<file path="config.mk">
export PLATFORM = sky130hd
export DESIGN_NAME = dmem_arbiter
export DESIGN_NICKNAME = d
export VERILOG_FILES = /design/src/rtl/dmem_arb_pkg.sv /design/src/rtl/dmem_arb_pick.sv /design/src/rtl/dmem_arbiter.sv
export SDC_FILE = /design/constraint.sdc
export NUM_CORES = 1
export LEC_CHECK = 0
export BUFFER_PORTS_ARGS = -buffer_cell sky130_fd_sc_hd__buf_2
export CAP_MARGIN = 20
export CORE_AREA = 2 2 104 106
export DETAILED_ROUTE_END_ITERATION = 7
export DIE_AREA = 0 0 106 108
export HOLD_SLACK_MARGIN = 0.1
export SLEW_MARGIN = 25
export SYNTH_ARGS = -nofsm -noshare
export SYNTH_HDL_FRONTEND = slang
export SYNTH_SLANG_ARGS = --single-unit
</file>
<file path="constraint.sdc">
create_clock -name clk -period 1.52 [get_ports clk]
set_clock_uncertainty 0.05 [all_clocks]
set_input_delay 0.304 -clock clk [delete_from_list [all_inputs] [get_ports clk]]
set_output_delay 0.304 -clock clk [all_outputs]
set_load 0.02 [all_outputs]
</file>
<file path="src/rtl/dmem_arb_pkg.sv">
// Shared types and sizes for the data-memory arbiter.
package dmem_arb_pkg;

    localparam int unsigned DEF_ADDR_W = 32;
    localparam int unsigned DATA_W     = 32;
    localparam int unsigned WEN_W      = 4;

    // Response FSM: which port owns the RAM read data this cycle
    typedef enum logic [1:0] {
        ST_IDLE     = 2'd0,
        ST_RESP_IF  = 2'd1,
        ST_RESP_MEM = 2'd2
    } state_t;

    // Port identity, used by the round-robin last-winner register
    typedef enum logic {
        OWN_IF  = 1'b0,
        OWN_MEM = 1'b1
    } owner_t;

endpackage : dmem_arb_pkg

</file>
<file path="src/rtl/dmem_arb_pick.sv">
// Grant selection between fetch and MEM ports.
// Optional macro DMEM_ARB_RR_EN: round-robin via a 1-bit last-winner register;
// otherwise fixed priority with MEM over IF.
module dmem_arb_pick
    import dmem_arb_pkg::*;
(
`ifdef DMEM_ARB_RR_EN
    input  logic clk,
    input  logic resetn,
`endif
    input  logic i_en,
    input  logic i_if_req,
    input  logic i_mem_req,
    output logic o_if_gnt_c,
    output logic o_mem_gnt_c
);

`ifdef DMEM_ARB_RR_EN
    owner_t r_last;
    logic   w_if_turn;

    // IF takes the conflict whenever MEM won the previous grant
    always_comb begin
        w_if_turn   = (r_last == OWN_MEM);
        o_mem_gnt_c = i_en & i_mem_req & ~(i_if_req & w_if_turn);
        o_if_gnt_c  = i_en & i_if_req & (~i_mem_req | w_if_turn);
    end

    // Last-winner register, starts as MEM so IF wins the first conflict
    always_ff @(posedge clk) begin
        if (!resetn) begin
            r_last <= OWN_MEM;
        end else if (o_mem_gnt_c) begin
            r_last <= OWN_MEM;
        end else if (o_if_gnt_c) begin
            r_last <= OWN_IF;
        end
    end
`else
    // Fixed priority, MEM over IF
    always_comb begin
        o_mem_gnt_c = i_en & i_mem_req;
        o_if_gnt_c  = i_en & i_if_req & ~i_mem_req;
    end
`endif

endmodule : dmem_arb_pick

</file>
<file path="src/rtl/dmem_arbiter.sv">
// Arbitrates fetch and MEM-stage accesses onto one single-port synchronous RAM.
// Grants and RAM command are combinational; read data is steered back one
// cycle later by a small response FSM. Optional macro: DMEM_ARB_RR_EN.
module dmem_arbiter
    import dmem_arb_pkg::*;
#(
    parameter int unsigned ADDR_W = DEF_ADDR_W
) (
    input  logic                clk,
    input  logic                resetn,
    input  logic                if_req,
    input  logic [ADDR_W-1:0]   if_addr,
    output logic                if_gnt,
    output logic                if_rvalid,
    output logic [DATA_W-1:0]   if_rdata,
    input  logic                mem_req,
    input  logic [WEN_W-1:0]    mem_wen,
    input  logic [ADDR_W-1:0]   mem_addr,
    input  logic [DATA_W-1:0]   mem_wdata,
    output logic                mem_gnt,
    output logic                mem_rvalid,
    output logic [DATA_W-1:0]   mem_rdata,
    output logic                ram_en,
    output logic [WEN_W-1:0]    ram_wen,
    output logic [ADDR_W-1:0]   ram_addr,
    output logic [DATA_W-1:0]   ram_wdata,
    input  logic [DATA_W-1:0]   ram_rdata
);

    state_t r_state;
    state_t w_state_nxt;
    logic   w_if_gnt;
    logic   w_mem_gnt;

    // Grant logic; reset suppresses all grants
    dmem_arb_pick u_pick (
`ifdef DMEM_ARB_RR_EN
        .clk         (clk),
        .resetn      (resetn),
`endif
        .i_en        (resetn),
        .i_if_req    (if_req),
        .i_mem_req   (mem_req),
        .o_if_gnt_c  (w_if_gnt),
        .o_mem_gnt_c (w_mem_gnt)
    );

    // RAM command taken from whichever port is granted
    always_comb begin
        if_gnt    = w_if_gnt;
        mem_gnt   = w_mem_gnt;
        ram_en    = w_if_gnt | w_mem_gnt;
        ram_wen   = '0;
        ram_addr  = '0;
        ram_wdata = '0;
        if (w_mem_gnt) begin
            ram_wen   = mem_wen;
            ram_addr  = mem_addr;
            ram_wdata = mem_wdata;
        end else if (w_if_gnt) begin
            ram_addr  = if_addr;
        end
    end

    // Response state register
    always_ff @(posedge clk) begin
        if (!resetn) begin
            r_state <= ST_IDLE;
        end else begin
            r_state <= w_state_nxt;
        end
    end

    // Next state follows this cycle's grant; response mux gated by reset
    always_comb begin
        w_state_nxt = ST_IDLE;
        if_rvalid   = 1'b0;
        if_rdata    = '0;
        mem_rvalid  = 1'b0;
        mem_rdata   = '0;

        if (w_mem_gnt) begin
            w_state_nxt = ST_RESP_MEM;
        end else if (w_if_gnt) begin
            w_state_nxt = ST_RESP_IF;
        end

        if (resetn) begin
            case (r_state)
                ST_RESP_IF: begin
                    if_rvalid = 1'b1;
                    if_rdata  = ram_rdata;
                end
                ST_RESP_MEM: begin
                    mem_rvalid = 1'b1;
                    mem_rdata  = ram_rdata;
                end
                default: ;
            endcase
        end
    end

endmodule : dmem_arbiter
</file>
==> flow_summary.toml, run 1 <==
[status]
outcome = "complete, but fails checks"
violations = "negative setup slack"

[timing]
slew_viol_final = 0
post-route-period-util_pct = 109
worst_pin_slew_ps = 208
hold_violations = 0
rsz0062_at_grt = "yes"
fin_ws_ps = -139
fmaxAchievable_mhz = 603
relSlewSlack_pct = 86.1
fin_crit_ps = 1660
setup_viol = 94
holdWs_ps = 389

[routing]
vias = 2451
drc = 0
firstDrtPassIters = 4
wirelength_mm = 8.82
routedWlPerCell_um = 15.3
ant_nets = 0
drt_iter0_drc = 174
via_per_inst = 4.25

[grt]
grt_overflow = 0
grt_max_degree = 35
grt_pass1_vias = 2225
antenna_found_initial = 1
grt_first_pass_wirelength_mm = 11.4
track_usage_pct = 12.5

[logic_synthesis]
ys_ff_latch = 2
synth.avg_cell_area_sq_um = 7.11
synth_top_cell_by_area = "and2_1"
ys_warn_count = 0
synth_cell_type_count = 15
syn-instance-count = 169
synthesis.nets = 305
yosysTopAreaCellShare_pct = 34.3
synth-seq-area-share_pct = 3.33
syn_area_sq_mm = 0.00120
synth.area.top_cells = "and2_1 34%, a32o_1 27%, and3_1 19%"

[power]
p_total_w = 0.00114
total_leakage_power_nw = 2.10
powerDensity_mw_per_mm2 = 321
ir_drop_mv = 0.164

[layout]
nFillCells = 1041
biggestRegsByFlops = "r_state: 2 flops"
seq_area_sq_um = 42.5
stdcell_count = 577
post_route_cells_drive_above_1_share_pct = 74.1
nNetsFinal = 578
largest_reg_flops = 2
mostFrequentLayoutCells = "174 x buf_2, 87 x buf_6, 55 x and2_1, 36 x and3_1, 18 x a32o_1"
layout_commonest_cell = "buf_2"
top_register = "r_state"
multiInputGateArea_sq_mm = 0.00110
area_growth_pct = 196

[critical_path]
critical_path_buf_inv_count = 2
cp_top_family = "simple AND/OR/NAND/NOR gates"
critPathKind = "reg2out"
crit_path_end_kind = "output pin"
crit_chain = "and3b_2 -> clkbuf_16 -> and2_1 -> buf_6"
cp-start-kind = "flop"
critPathMaxStageDelay_ps = 310
crit_slowest_cell = "dfxtp_2"
cp.required_ps = 1170
critPathArrivalTime_ps = 1300
cp_max_fo = 16

[clock_network]
cts_tree = "built"
cts-root-buf = "clkbuf_8"
cts_inserted_buffers = 3
numClockSinks = 2
cts.htree.levels = 1
clkSlewWorstSetupHoldPaths_ps = 30
clk_path_buf_depth = 2

[floorplan]
coreArea_sq_mm = 0.0102
die_area_sq_mm = 0.0114
initial_core_util_pct = 11.8
die_h_um = 108
rows = 37
die_width_um = 106
io_pins = 273

[placement]
hpwl_mm = 6.10
io_buffer_count = 272
place_congestion = 0.827
dp.cells = 560
dp_slack_ps = -208

[hold_path]
hold_depth = 3
hold_path.startpoint = "resetn"
min_to = "r_state[1]"
hold_path_class = "in2reg"

[run]
maxCapViolations = 0
-- stage by stage --
stage               utilization (%)  setup TNS, ps  area (sq um)
floorplan                         -              0          1200
global placement               26.5          -8740          2710
detailed placement             26.5         -10950          2710
CTS                            29.0          -6770          2960
global route                   34.8          -9160          3560
finish                         34.8          -6230          3560
-- per-layer routing --
| layer | track usage (%) | routed length, um |
|---|---|---|
| met4 | 3.10 | 36 |
| met3 | 1.69 | 783 |
| met1 | 14.3 | 3290 |
| met2 | 24.5 | 4710 |
| met5 | 0 | 0 |
-- where the power goes --
part	leakage, nW	switching, W	total, W	internal [W]
clock	0.0216	0.0000396	0.000207	0.000167
combinational	2.06	0.000419	0.000877	0.000458
sequential	0.0172	0.00000186	0.0000579	0.0000560
total	2.10	0.000460	0.00114	0.000682
-- worst min-delay path, cell delays in order --
cell	delay, ps
buf_8	80
buf_4	120
and2_1	110
-- how the worst max path moves through the flow --
stage               cells after the start       start  slack [ps]             to
floorplan                               3      resetn         120   if_rdata[30]
global placement                        5      resetn        -150   ram_addr[24]
detailed placement                      5      resetn        -210   ram_addr[29]
CTS                                     4  r_state[0]        -120  mem_rdata[19]
global route                            4  r_state[1]        -190   if_rdata[31]
finish                                  4  r_state[1]        -140   if_rdata[31]
-- repair_timing --
item                       in CTS  in global routing
resized for setup              34                191
pin swaps                       7                 14
hold endpoints to repair        0                  0
hold buffers                    0                  0
cloned                          6                  2
setup endpoints to repair      95                113
buffers inserted                4                  1
-- synthesized netlist by cell type, drive strengths merged --
cell	instances
and3	36
and2	67
dfxtp	2
o21a	1
clkbuf	13
nand2	1
buf	12
clkinv	1
and3b	2
a32o	32
nor3b	2
-- final cells by class --
| class | count | area share [%] |
|---|---|---|
| clock buffer | 3 | 1.16 |
| inverter | 1 | 0.106 |
| multi-input combinational | 146 | 31.0 |
| antenna | 1 | 0.0704 |
| timing repair buffer | 288 | 61.7 |
| sequential | 2 | 1.20 |
| tap | 136 | 4.79 |
-- kinds of logic (layout without fill, tap and decap cells) --
family / Yosys count / in the layout / share of synthesized area, %
AOI/OAI and AO/OA: 33 / 33 / 27.3
buffers and inverters: 26 / 292 / 12.6
and+or+nand+nor: 108 / 113 / 56.8
DFF: 2 / 2 / 3.33
other: 0 / 1 / 0
No activity file was read; power rests on OpenSTA's default activity.
==> inputs of run 2 (changes only) <==
Settings changed: CORE_AREA 2 2 104 106 to 2 2 105 107, DIE_AREA 0 0 106 108 to 0 0 107 109.
Clock period 1.52 ns to 2.04 ns, I/O delays scaled along.
==> flow_summary.toml, run 2 (same netlist as run 1, synthesis figures left out) <==
[clock_network]
clk_path_buf_depth = 2
numClockSinks = 2
cts_inserted_buffers = 3
cts.htree.levels = 1
clkSlewWorstSetupHoldPaths_ps = 30
cts-root-buf = "clkbuf_8"
holdBufCountCts = 0
cts-resized-gates = 0
cts_setup_buffers = 0
cts_tree = "built"

[power]
clockPowerShare_pct = 22.3
p_seq_share_pct = 6.1
comb_power_share_pct = 71.6
total_leakage_power_nw = 1.84
p_int_w = 0.000396
ir_drop_mv = 0.134
p_switching_w = 0.000302
power.share.switching_pct = 43.3
p_total_w = 0.000698
powerDensity_mw_per_mm2 = 254

[timing]
setup-tns-final_ps = 0
relSlewSlack_pct = 76.7
post-route-period-util_pct = 91.0
slew_viol_final = 0
fmaxAchievable_mhz = 539
holdWs_ps = 682
worst_pin_slew_ps = 350
rsz0062_at_grt = "no"
fin_crit_ps = 1860
setup_viol = 0
hold_violations = 0

[status]
outcome = "completed"

[grt]
grt_max_degree = 36
grt_overflow = 0
grt.met2_usage_pct = 18.5
grt_pass1_vias = 1915
track_usage_pct = 8.84
use_met3_pct = 1.61
met1_usage_pct = 9.07
antenna_found_initial = 0
grt_first_pass_wirelength_mm = 8.42
busiest_layer = "met2"

[layout]
mostFrequentLayoutCells = "272 x buf_2, 66 x and2_1, 36 x and3_1, 32 x a32o_1, 5 x buf_12"
area_growth_pct = 129
top_register = "r_state"
largest_reg_flops = 2
diodes = 0
nNetsFinal = 564
post_route_cells_drive_above_1_share_pct = 66.4
biggestRegsByFlops = "r_state: 2 flops"
stdcell_count = 566
layout_commonest_cell = "buf_2"

[critical_path]
crit_path_end_kind = "output pin"
cp.required_ps = 1580
critPathArrivalTime_ps = 1400
crit_chain = "buf_2 -> and2_4 -> a32o_1 -> buf_2"
crit_slowest_cell = "and2_4"
critPathKind = "in2out"
cp-start-kind = "input pin"
critPathMaxStageDelay_ps = 400
cp_common_cell = "buf_2"
cp_max_fo = 34
critical_path_buf_inv_count = 2
cp_top_family = "simple AND/OR/NAND/NOR gates"

[hold_path]
hold_path_class = "in2reg"

[routing]
via_per_inst = 4.07
vias = 2306
drc = 0
ant_nets = 0
drt_iter0_drc = 96
routedWlPerCell_um = 11.1
wirelength_mm = 6.28
firstDrtPassIters = 4

[floorplan]
coreArea_sq_mm = 0.0106
io_pins = 273
die_area_sq_mm = 0.0117
die_width_um = 107
initial_core_util_pct = 11.3
die_h_um = 109
rows = 38

[placement]
io_buffer_count = 272
place_congestion = 0.760
hpwl_mm = 5.43
dp.cells = 563

[run]
maxCapViolations = 0
==> run 2: worst paths after layout <==
| kind | depth (start not counted) | endpoint | start | slack, ps |
|---|---|---|---|---|
| worst max-delay path | 4 | ram_addr[29] | resetn | 180 |
| worst min-delay path | 3 | r_state[1] | resetn | 680 |
==> run 2: area by class of cell <==
cell class,count,area (sq um)
fillers,1159,7860
inverters,1,3.75
flip-flops and latches,2,40.0
clock buffers,3,41.3
repair buffers,279,1480
well taps,140,175
multi-input cells,141,1010
==> run 2: per-stage QoR <==
| step | area, sq um | worst slack [ps] | util, % |
|---|---|---|---|
| after global placement | 2710 | 196 | 25.5 |
| final | 2750 | 184 | 25.9 |
| after global routing | 2750 | 76.9 | 25.9 |
| after detailed placement | 2710 | 152 | 25.5 |
| after CTS | 2750 | 152 | 25.9 |
| after floorplan | 1200 | 431 | - |
==> run 2: power groups by stage <==
stage / sequential [W] / clock [W] / combinational (W)
6_report: 0.0000427 / 0.000155 / 0.000500
2_1_floorplan: 0.0000428 / 0 / 0.000267
5_1_grt: 0.0000430 / 0.000171 / 0.000541
3_5_place_dp: 0.0000431 / 0 / 0.000503
3_3_place_gp: 0.0000430 / 0 / 0.000495
4_1_cts: 0.0000427 / 0.000162 / 0.000504
==> run 2: tightest hold or removal path, cell delays in order <==
cell    delay [ps]
buf_2          160
buf_12         170
and2_1         140
==> run 2: routing by layer <==
| layer | up-vias | part of all wire [%] |
|---|---|---|
| met5 | - | 0 |
| met4 | 0 | 0.13 |
| met3 | 2 | 10 |
| met2 | 155 | 53 |
| met1 | 1014 | 36 |
| li1 | 1135 | - |
==> inputs of run 3 (changes only) <==
Settings changed: ABC_AREA from default to 1, BUFFER_PORTS_ARGS -buffer_cell sky130_fd_sc_hd__buf_2 to default, CORE_AREA 2 2 105 107 to 2 2 107 109, DIE_AREA 0 0 107 109 to 0 0 109 111, DONT_BUFFER_PORTS from default to 1.
==> flow_summary.toml, run 3 <==
[logic_synthesis]
syn-instance-count = 303
synth_mux_area_share_pct = 0
synth-compound-area-share_pct = 0
ys_warn_count = 0
synth_ff_type = "dfxtp_1"
synth-seq-area-share_pct = 3.00
synth_top_family_by_area = "simple AND/OR/NAND/NOR gates"
synth_top_cell_by_area = "nor2_1"
synthesis.nets = 439
ys_ff_latch = 2
async_reset_ff_share_pct = 0
synth_edf_count = 0
synthSimpleGateAreaFrac_pct = 64.3
synthXorXnorAreaFrac_pct = 0
synth_common_cells = "102 x nor2_1, 73 x inv_1, 66 x nand2_1"
synth_most_common_cell = "nor2_1"
syn_area_sq_mm = 0.00134
synth-adder-area-share_pct = 0
yosysTopAreaCellShare_pct = 28.7
synth.area.top_cells = "nor2_1 29%, inv_1 21%, nand2_1 19%"
synth.avg_cell_area_sq_um = 4.41
synth_cell_type_count = 13

[layout]
mostFrequentLayoutCells = "102 x nor2_1, 73 x inv_1, 72 x buf_4, 66 x nand2_1, 32 x nand4_1"
area_growth_pct = 49.8
biggestRegsByFlops = "r_state: 2 flops"
largest_reg_flops = 2
fin_area_sq_mm = 0.00200
diodes = 0
top_register = "r_state"
nNetsFinal = 493
stdcell_count = 498
layout_commonest_cell = "nor2_1"
post_route_cells_drive_above_1_share_pct = 22.5

[placement]
place_congestion = 0.760
dp.cells = 495
io_buffer_count = 0
hpwl_mm = 4.71
postPlaceCellArea_sq_mm = 0.00192

[power]
powerDensity_mw_per_mm2 = 335
ir_drop_mv = 0.284
total_leakage_power_nw = 1.37

[floorplan]
die_h_um = 111
coreArea_sq_mm = 0.0111
initial_core_util_pct = 12.1
io_pins = 273
rows = 39
die_width_um = 109
die_area_sq_mm = 0.0121

[routing]
firstDrtPassIters = 4
ant_nets = 0
via_per_inst = 3.96
wirelength_mm = 5.50
drt_iter0_drc = 108
routedWlPerCell_um = 11.0
drc = 0
vias = 1973

[timing]
slew_viol_final = 0
post-route-period-util_pct = 90.4
rsz0062_at_grt = "no"
setup_viol = 0
hold_violations = 0
relSlewSlack_pct = 65.5
fmaxAchievable_mhz = 542
setup-tns-final_ps = 0
fin_crit_ps = 1840
worst_pin_slew_ps = 517

[clock_network]
cts_tree = "built"
numClockSinks = 2
cts.htree.levels = 1
clk_path_buf_depth = 2
cts-root-buf = "clkbuf_16"
cts_setup_buffers = 0
holdBufCountCts = 0
clkSlewWorstSetupHoldPaths_ps = 30
cts_inserted_buffers = 3

[grt]
antenna_found_initial = 1
grt_pass1_vias = 1415
grt_overflow = 0
track_usage_pct = 7.34
grt_first_pass_wirelength_mm = 7.02
grt_max_degree = 39

[run]
maxCapViolations = 0

[hold_path]
hold_path_class = "in2reg"

[critical_path]
critPathKind = "reg2out"
cp.required_ps = 1580
crit_path_end_kind = "output pin"
cp_max_fo = 19
critPathArrivalTime_ps = 1390
cp-start-kind = "flop"

[status]
outcome = "completed"
-- run 3: cell types whose count changed in the layout (fill, tap and decap cells not counted), moves of 32 or more --
cell / before / now
nand2_1: 1 / 66
and2_1: 66 / 0
nor2_1: 0 / 102
buf_4: 2 / 72
nand4_1: 0 / 32
and3_1: 36 / 0
inv_1: 0 / 73
buf_2: 272 / 0
a32o_1: 32 / 0
-- run 3: kinds of logic after synthesis --
| family | Yosys count |
|---|---|
| buffers and inverters | 98 |
| flip-flops | 2 |
| AND/OR/NAND/NOR | 203 |
-- run 3: routing by layer --
metal / track usage, % / part of all wire, % / routed length (um)
met5: 0 / 0 / 0
met4: 1.03 / 0.67 / 37
met3: 1.35 / 13 / 715
met2: 13.7 / 48 / 2660
met1: 8.68 / 38 / 2090
-- run 3: worst max-delay path, stage by stage, from the launching register on --
cell	delay [ps]
dfxtp_1	320
inv_1	70
nand3_2	250
buf_12	260
nor2_1	100
buf_4	150
-- run 3: area by class of cell --
class	instances	area (sq um)
Clock buffer	3	75.1
Timing Repair Buffer	73	561
Multi-Input combinational cell	203	867
Inverter	74	278
Tap cell	143	179
Sequential cell	2	40.0
Fill cell	1250	9080
-- run 3: report_power, final --
part	switching [W]	internal (W)	leakage [nW]
clock network	0.0000482	0.000250	0.0370
registers	0.00000160	0.0000413	0.0166
logic	0.000243	0.0000847	1.31
total	0.000293	0.000376	1.37
-- run 3: final timing paths --
path,startpoint,endpoint,cells after the start,slack [ps]
worst max-delay path,r_state[1],if_rdata[17],5,200
worst min-delay path,mem_req,r_state[0],1,260
-- run 3: timing repair --
item,4_1_cts,5_1_grt
endpoints found under the hold margin,0,0
setup endpoints to repair,0,2
gates resized for setup,0,1
-- run 3: stage by stage --
| step | util [%] | total power (W) | setup WS, ps | hold WS [ps] |
|---|---|---|---|---|
| 6_report | 18.1 | 0.000669 | 195 | 261 |
| 3_5_place_dp | 17.3 | 0.000372 | 315 | 495 |
| 3_3_place_gp | 17.3 | 0.000371 | 333 | 500 |
| 4_1_cts | 18.0 | 0.000679 | 72.6 | 264 |
| 5_1_grt | 18.1 | 0.000709 | 89.6 | 280 |
| 2_1_floorplan | - | 0.000330 | 427 | 430 |
